$ cat config.mk
export PLATFORM = sky130hd
export DESIGN_NAME = id_ex_stage
export DESIGN_NICKNAME = d
export VERILOG_FILES = /design/src/rtl/id_ex_stage.sv
export SDC_FILE = /design/constraint.sdc
export NUM_CORES = 1
export LEC_CHECK = 0
export ABC_AREA = 1
export BUFFER_PORTS_ARGS = -buffer_cell sky130_fd_sc_hd__buf_2
export CORE_MARGIN = 3
export CORE_UTILIZATION = 35
export CTS_CLUSTER_SIZE = 28
export DETAILED_ROUTE_END_ITERATION = 7
export GPL_TIMING_DRIVEN = 1
export PLACE_DENSITY = 0.58
export SLEW_MARGIN = 40
export SYNTH_ARGS = -nofsm -noshare
export SYNTH_HDL_FRONTEND = slang
export SYNTH_SLANG_ARGS = --single-unit
$ cat constraint.sdc
create_clock -name clk -period 1.9 [get_ports clk]
set_input_delay 0.19 -clock clk [delete_from_list [all_inputs] [get_ports clk]]
set_output_delay 0.19 -clock clk [all_outputs]
set_load 0.03 [all_outputs]
$ cat src/rtl/id_ex_stage.sv
// ID/EX pipeline register with load-use hazard detection, bubble insertion,
// branch flush, downstream hold and a saturating bubble counter.
package id_ex_stage_pkg;
    localparam int unsigned CTRL_W = 11;
    localparam int unsigned CNT_W  = 8;

    typedef struct packed {
        logic alu_op;
        logic alu_src;
        logic memw;
        logic memr;
        logic mtr;
        logic reg_write;
        logic branch;
        logic in_en;
        logic out_en;
        logic stack_op;
        logic push;
    } ctrl_t;
endpackage

module id_ex_stage
    import id_ex_stage_pkg::*;
#(
    parameter int unsigned DATA_W = 16,
    parameter int unsigned REG_AW = 3
) (
    input  logic              clk,
    input  logic              rst_n,
    input  logic              id_valid,
    input  logic [CTRL_W-1:0] id_ctrl,
    input  logic [DATA_W-1:0] id_rdata1,
    input  logic [DATA_W-1:0] id_rdata2,
    input  logic [DATA_W-1:0] id_imm,
    input  logic [REG_AW-1:0] id_rs,
    input  logic [REG_AW-1:0] id_rt,
    input  logic [REG_AW-1:0] id_rd,
    input  logic              id_uses_rt,
    input  logic              flush,
    input  logic              hold,
    output logic              ex_valid,
    output logic [CTRL_W-1:0] ex_ctrl,
    output logic [DATA_W-1:0] ex_rdata1,
    output logic [DATA_W-1:0] ex_rdata2,
    output logic [DATA_W-1:0] ex_imm,
    output logic [REG_AW-1:0] ex_rs,
    output logic [REG_AW-1:0] ex_rt,
    output logic [REG_AW-1:0] ex_rd,
    output logic              stall,
    output logic [CNT_W-1:0]  bubble_cnt
);

    logic              ex_valid_q,  ex_valid_d;
    ctrl_t             ex_ctrl_q,   ex_ctrl_d;
    logic [DATA_W-1:0] ex_rdata1_q, ex_rdata1_d;
    logic [DATA_W-1:0] ex_rdata2_q, ex_rdata2_d;
    logic [DATA_W-1:0] ex_imm_q,    ex_imm_d;
    logic [REG_AW-1:0] ex_rs_q,     ex_rs_d;
    logic [REG_AW-1:0] ex_rt_q,     ex_rt_d;
    logic [REG_AW-1:0] ex_rd_q,     ex_rd_d;
    logic [CNT_W-1:0]  bubble_cnt_q, bubble_cnt_d;

    logic lu;

    // A load in EX whose destination feeds the decode-stage instruction.
    always_comb begin
        lu = id_valid & ex_valid_q & ex_ctrl_q.memr & ex_ctrl_q.reg_write &
             ((ex_rd_q == id_rs) | (id_uses_rt & (ex_rd_q == id_rt)));
    end

    // Flush overrides any freeze; reset forces the freeze off as well.
    assign stall = rst_n & ~flush & (lu | hold);

    // One action per edge: flush > hold > load-use bubble > load.
    always_comb begin
        ex_valid_d   = ex_valid_q;
        ex_ctrl_d    = ex_ctrl_q;
        ex_rdata1_d  = ex_rdata1_q;
        ex_rdata2_d  = ex_rdata2_q;
        ex_imm_d     = ex_imm_q;
        ex_rs_d      = ex_rs_q;
        ex_rt_d      = ex_rt_q;
        ex_rd_d      = ex_rd_q;
        bubble_cnt_d = bubble_cnt_q;

        if (flush) begin
            ex_valid_d = 1'b0;
            ex_ctrl_d  = '0;
        end else if (hold) begin
            ex_valid_d = ex_valid_q;
        end else if (lu) begin
            ex_valid_d = 1'b0;
            ex_ctrl_d  = '0;
            if (bubble_cnt_q != {CNT_W{1'b1}}) begin
                bubble_cnt_d = bubble_cnt_q + CNT_W'(1);
            end
        end else begin
            ex_valid_d  = id_valid;
            ex_ctrl_d   = id_valid ? ctrl_t'(id_ctrl) : '0;
            ex_rdata1_d = id_rdata1;
            ex_rdata2_d = id_rdata2;
            ex_imm_d    = id_imm;
            ex_rs_d     = id_rs;
            ex_rt_d     = id_rt;
            ex_rd_d     = id_rd;
        end
    end

    always_ff @(posedge clk or negedge rst_n) begin
        if (!rst_n) begin
            ex_valid_q   <= 1'b0;
            ex_ctrl_q    <= '0;
            ex_rdata1_q  <= '0;
            ex_rdata2_q  <= '0;
            ex_imm_q     <= '0;
            ex_rs_q      <= '0;
            ex_rt_q      <= '0;
            ex_rd_q      <= '0;
            bubble_cnt_q <= '0;
        end else begin
            ex_valid_q   <= ex_valid_d;
            ex_ctrl_q    <= ex_ctrl_d;
            ex_rdata1_q  <= ex_rdata1_d;
            ex_rdata2_q  <= ex_rdata2_d;
            ex_imm_q     <= ex_imm_d;
            ex_rs_q      <= ex_rs_d;
            ex_rt_q      <= ex_rt_d;
            ex_rd_q      <= ex_rd_d;
            bubble_cnt_q <= bubble_cnt_d;
        end
    end

    assign ex_valid   = ex_valid_q;
    assign ex_ctrl    = ex_ctrl_q;
    assign ex_rdata1  = ex_rdata1_q;
    assign ex_rdata2  = ex_rdata2_q;
    assign ex_imm     = ex_imm_q;
    assign ex_rs      = ex_rs_q;
    assign ex_rt      = ex_rt_q;
    assign ex_rd      = ex_rd_q;
    assign bubble_cnt = bubble_cnt_q;

endmodule
# Yosys cells after proc, flatten, opt, wreduce, memory -nomap -nowiden
# Cells that the tools add are included.
# word_totals
inputBits,74
word_cells,45
output_inout_bits,78
regBits,77
# classes
reduce_logical,2
bitwise_logic,12
addsub,1
mux,7
eq_ne,4
# op_table
operator,count
$mux 11,4
$add 8x1->8 const B,1
$ne 8x8->1 const B,1
$and 1x1->1,7
$eq 3x3->1,2
$reduce_and 4->1,1
$mux 1,3
$not 1->1,3
$reduce_and 3->1,1
$ne 2x2->1 const B,1
$or 1x1->1,2

# Depth between registers and ports, before layout
# logic_depth
depth_word,7
depth_mapped,12
mapped_depth_nobuf,10

# Least setup slack after synthesis
# No wires, ideal clock.
# synth_path
kind,reg2out
startpoint,"register ex_rd_q[0], in the netlist ex_rd[0]"
endpoint,output port stall
n_path_buf,1
path_stages_with_launch,10
arrival_ps,1714
path_slack_ps,-4
required_ps,1710
path_cell_list,dfrtp_1 > inv_1 > nand2_1 > nand2_1 > nor2_1 > nand2_1 > nand2_1 > nand2_2 > buf_2 > a21oi_1
# synth_between
elab_chain_len,6
elab_cells_between_ends,7
classes_between,eq/ne: 2; bitwise: 5
# synth_rtl
element,line,rtl
"start, declared",60,"logic [REG_AW-1:0] ex_rd_q, ex_rd_d;"
"start signal, assigned",128,ex_rd_q <= ex_rd_d;
$eq 3x3->1,68,((ex_rd_q == id_rs) | (id_uses_rt & (ex_rd_q == id_rt)));
$and 1x1->1,68,
$or 1x1->1 *,68,
$and 1x1->1 *,67,lu = id_valid & ex_valid_q & ex_ctrl_q.memr & ex_ctrl_q.reg_write &
$or 1x1->1 *,72,assign stall = rst_n & ~flush & (lu | hold);
$and 1x1->1 *,72,
"end, declared",49,"output logic stall,"
# Every way passes the cells marked *; elsewhere a longest branch is shown, timed or not.

# Final worst setup path
# layout_path
startpoint,"register ex_rd_q[2], in the netlist ex_rd[2]"
endpoint,output port stall
# The elaborated chain is that of the path after synthesis.

==> results.yml <==
run_status:
  outcome: "finished, final reports clean"
drt:
  routed.top_layer: "met4"
  postRouteAntennaNets: 0
  firstDrtPassIters: 4
  vias: 3421
  drt-met1-wl_um: 4344
  dr_wl_met3_um: 675
  drt_iter0_markers: 151
  wl_met2_um: 4656
  postRouteWirelength_um: 9775
  viasPerCell: 4.798
  drc_errors: 0
  wl_per_cell_um: 13.71
finish:
  final_core_util: 0.4949
  instances_no_fill: 713
  syn2layout_area_growth_pct: 34.01
  drive_above_1_share: 0.3385
  final_common_cell: "nand2_1"
  fillCellCount: 979
  layout_common_cells: "192 x nand2_1, 149 x buf_2, 76 x dfrtp_1, 70 x nand4_1, 22 x inv_1"
  nets: 652
  postLayoutCellArea_um2: 4703
synthesis:
  synth_cell_types: 19
  ys_seq_area_frac: 0.5490
  syn_area_um2: 3510
  synthCells: 424
  synth_nets: 499
  ys_seq_elements: 77
  syn_avg_cell_area_um2: 8.277
  yosys_warnings: 0
run:
  drv_cap: 0
placement:
  place_congestion: 0.7664
  io_buffer_count: 151
  pre_cts_ws_ps: 211.4
  placed_cells: 687
  hpwlAfterDp_um: 6612
  dpl_cell_area_um2: 4404
worst_setup_path:
  rr_worst_depth: 12
  r2r_setup_slack_ps: 180
  worstPathMaxFanout: 4
  crit_type: "reg -> out"
  endpoint_kind: "output port"
  startpoint_type: "register"
  reg2reg_to: "ex_rdata1[12]$_DFFE_PN0P_"
  timing.rr.start: "ex_rd[0]$_DFFE_PN0P_"
  required_ps: 1710
  worstPathArrival_ps: 1640
floorplan:
  start_util: 0.3693
  boundaryPins: 152
  dieArea_um2: 11260
  chipHeight_um: 106.1
  core_um2: 9503
  die_w_um: 106.1
  rows: 35
min_path:
  min_delay_path_depth: 3
  hold_class: "in -> reg"
  min-delay-start: "id_rdata2[13]"
  holdPathEnd: "ex_rdata2[13]$_DFFE_PN0P_"
global_routing:
  grt_max_degree: 78
  grt_usage: 0.1734
  first_global_vias: 3184
  grt_first_pass_wirelength_um: 15790
  overflow: 0
  antenna_found_initial: 1
clock_tree:
  cts_tree: "yes"
  cts.reportedPaths.clkPinSlew_ps: 90
  cts_sinks: 77
  cts_max_level: 3
  clk_latency_ps: 340
  clk_path_buf_depth: 2
  cts_buffers: 9
  clock_tree.root_cell: "clkbuf_8"
pwr:
  max-vdd-ir-drop_mv: 0.3752
  leakagePower_nw: 2.793
  powerDensity_nw_per_um2: 874.4
sta:
  setup_ws_ps: 72.70
  fin_setup_tns_ps: 0
  relSlewSlack: 0.6385
  setup_viol: 0
  final_max_slew_viol_count: 0
  rsz0062_at_grt: "yes"
  fin_skew_ps: 11.97
  max_freq_mhz: 547.3
  finalHoldViolCount: 0
  period_share: 0.9617
  worstMarginPinSlew_ps: 541.6
  period_needed_ps: 1827
worst max path at each step:
stage | start | end | slack, ps | cells past startpoint
finish | ex_rd[2]$_DFFE_PN0P_ | stall | 70 | 9
global route | ex_rd[2]$_DFFE_PN0P_ | stall | -60 | 10
CTS | ex_rd[2]$_DFFE_PN0P_ | stall | 0.5 | 7
detailed placement | ex_rd[0]$_DFFE_PN0P_ | ex_rdata2[0]$_DFFE_PN0P_ | 210 | 11
global placement | ex_rd[0]$_DFFE_PN0P_ | ex_rdata2[12]$_DFFE_PN0P_ | 270 | 11
floorplan | ex_rd[0]$_DFFE_PN0P_ | stall | 150 | 9
critical path, cell delays in order (launching register included):
cell	delay, ps
dfrtp_1	430
nand2_1	100
nand2_2	50
nor2_1	80
nand2_1	70
nand2_2	110
nand2_4	70
buf_6	140
a21oi_4	110
buf_6	140
report_power, final:
group          leakage (nW)  switching, mW  total (mW)  internal (mW)
Clock                0.0960          0.624        1.27          0.646
Combinational          1.72          0.656       0.951          0.296
Sequential            0.979         0.0920        1.89           1.80
Total                  2.79           1.37        4.11           2.74
synthesized netlist by cell type:
cell / instances / area, um2
nand2_1: 195 / 732.0
dfrtp_1: 77 / 1927
nand4_1: 70 / 437.9
inv_1: 23 / 86.33
clkbuf_1: 15 / 56.30
nor2_1: 10 / 37.54
buf_2: 9 / 45.04
xor2_1: 6 / 52.55
buf_6: 4 / 45.04
nand3_1: 3 / 15.01
a21oi_1: 2 / 10.01
buf_1: 2 / 7.510
inv_2: 2 / 7.510
ha_1: 1 / 12.51
nand2_2: 1 / 6.260
nand3_2: 1 / 10.01
nor3_1: 1 / 5.000
nor3b_1: 1 / 7.510
xnor2_1: 1 / 8.760
cell families after synthesis:
kind of cell    synth area share
simple gates              0.3565
xor+xnor                 0.01747
fa+ha+maj               0.003564
flops                     0.5490
buf+inv                  0.07059
compound gates          0.002852
per-stage QoR:
stage,hold slack (ps),power (mW)
2_1_floorplan,-105.6,2.496
3_3_place_gp,264.2,2.851
3_5_place_dp,260.3,2.862
4_1_cts,78.29,4.158
5_1_grt,67.65,4.342
6_report,94.24,4.113
registers in the layout, summed over array words and instances (netlist names):
name and count:
ex_rd 3, ex_ctrl 11, ex_imm 16, bubble_cnt 8, ex_rt 3, ex_rdata2 16
ex_rs 3, ex_valid 1, ex_rdata1 16
cell type report:
type,instances,area (um2),area share
timing repair buffer,172,953.4,0.2027
inverter,25,93.84,0.01995
antenna,2,5.005,0.001064
tap,129,161.4,0.03432
sequential,77,1928,0.4099
clock inverter,5,58.81,0.01250
multi-input combinational,292,1361,0.2894
clock buffer,11,141.4,0.03006
routing by layer:
layer,vias to the layer above,GRT usage
li1,1691,-
met1,1598,0.2418
met2,124,0.2629
met3,8,0.04736
met4,0,0.05365
met5,-,0
what timing repair did:
| item | in CTS | in global routing |
|---|---|---|
| hold buffers | 1 | 0 |
| endpoints found under the hold margin | 77 | 0 |
| pin swaps | 1 | 2 |
| endpoints found under the setup margin | 1 | 1 |
| gates resized for setup | 5 | 4 |
| cloned | 0 | 0 |
| setup buffers | 4 | 3 |
Power figures use the tool's default switching activity.
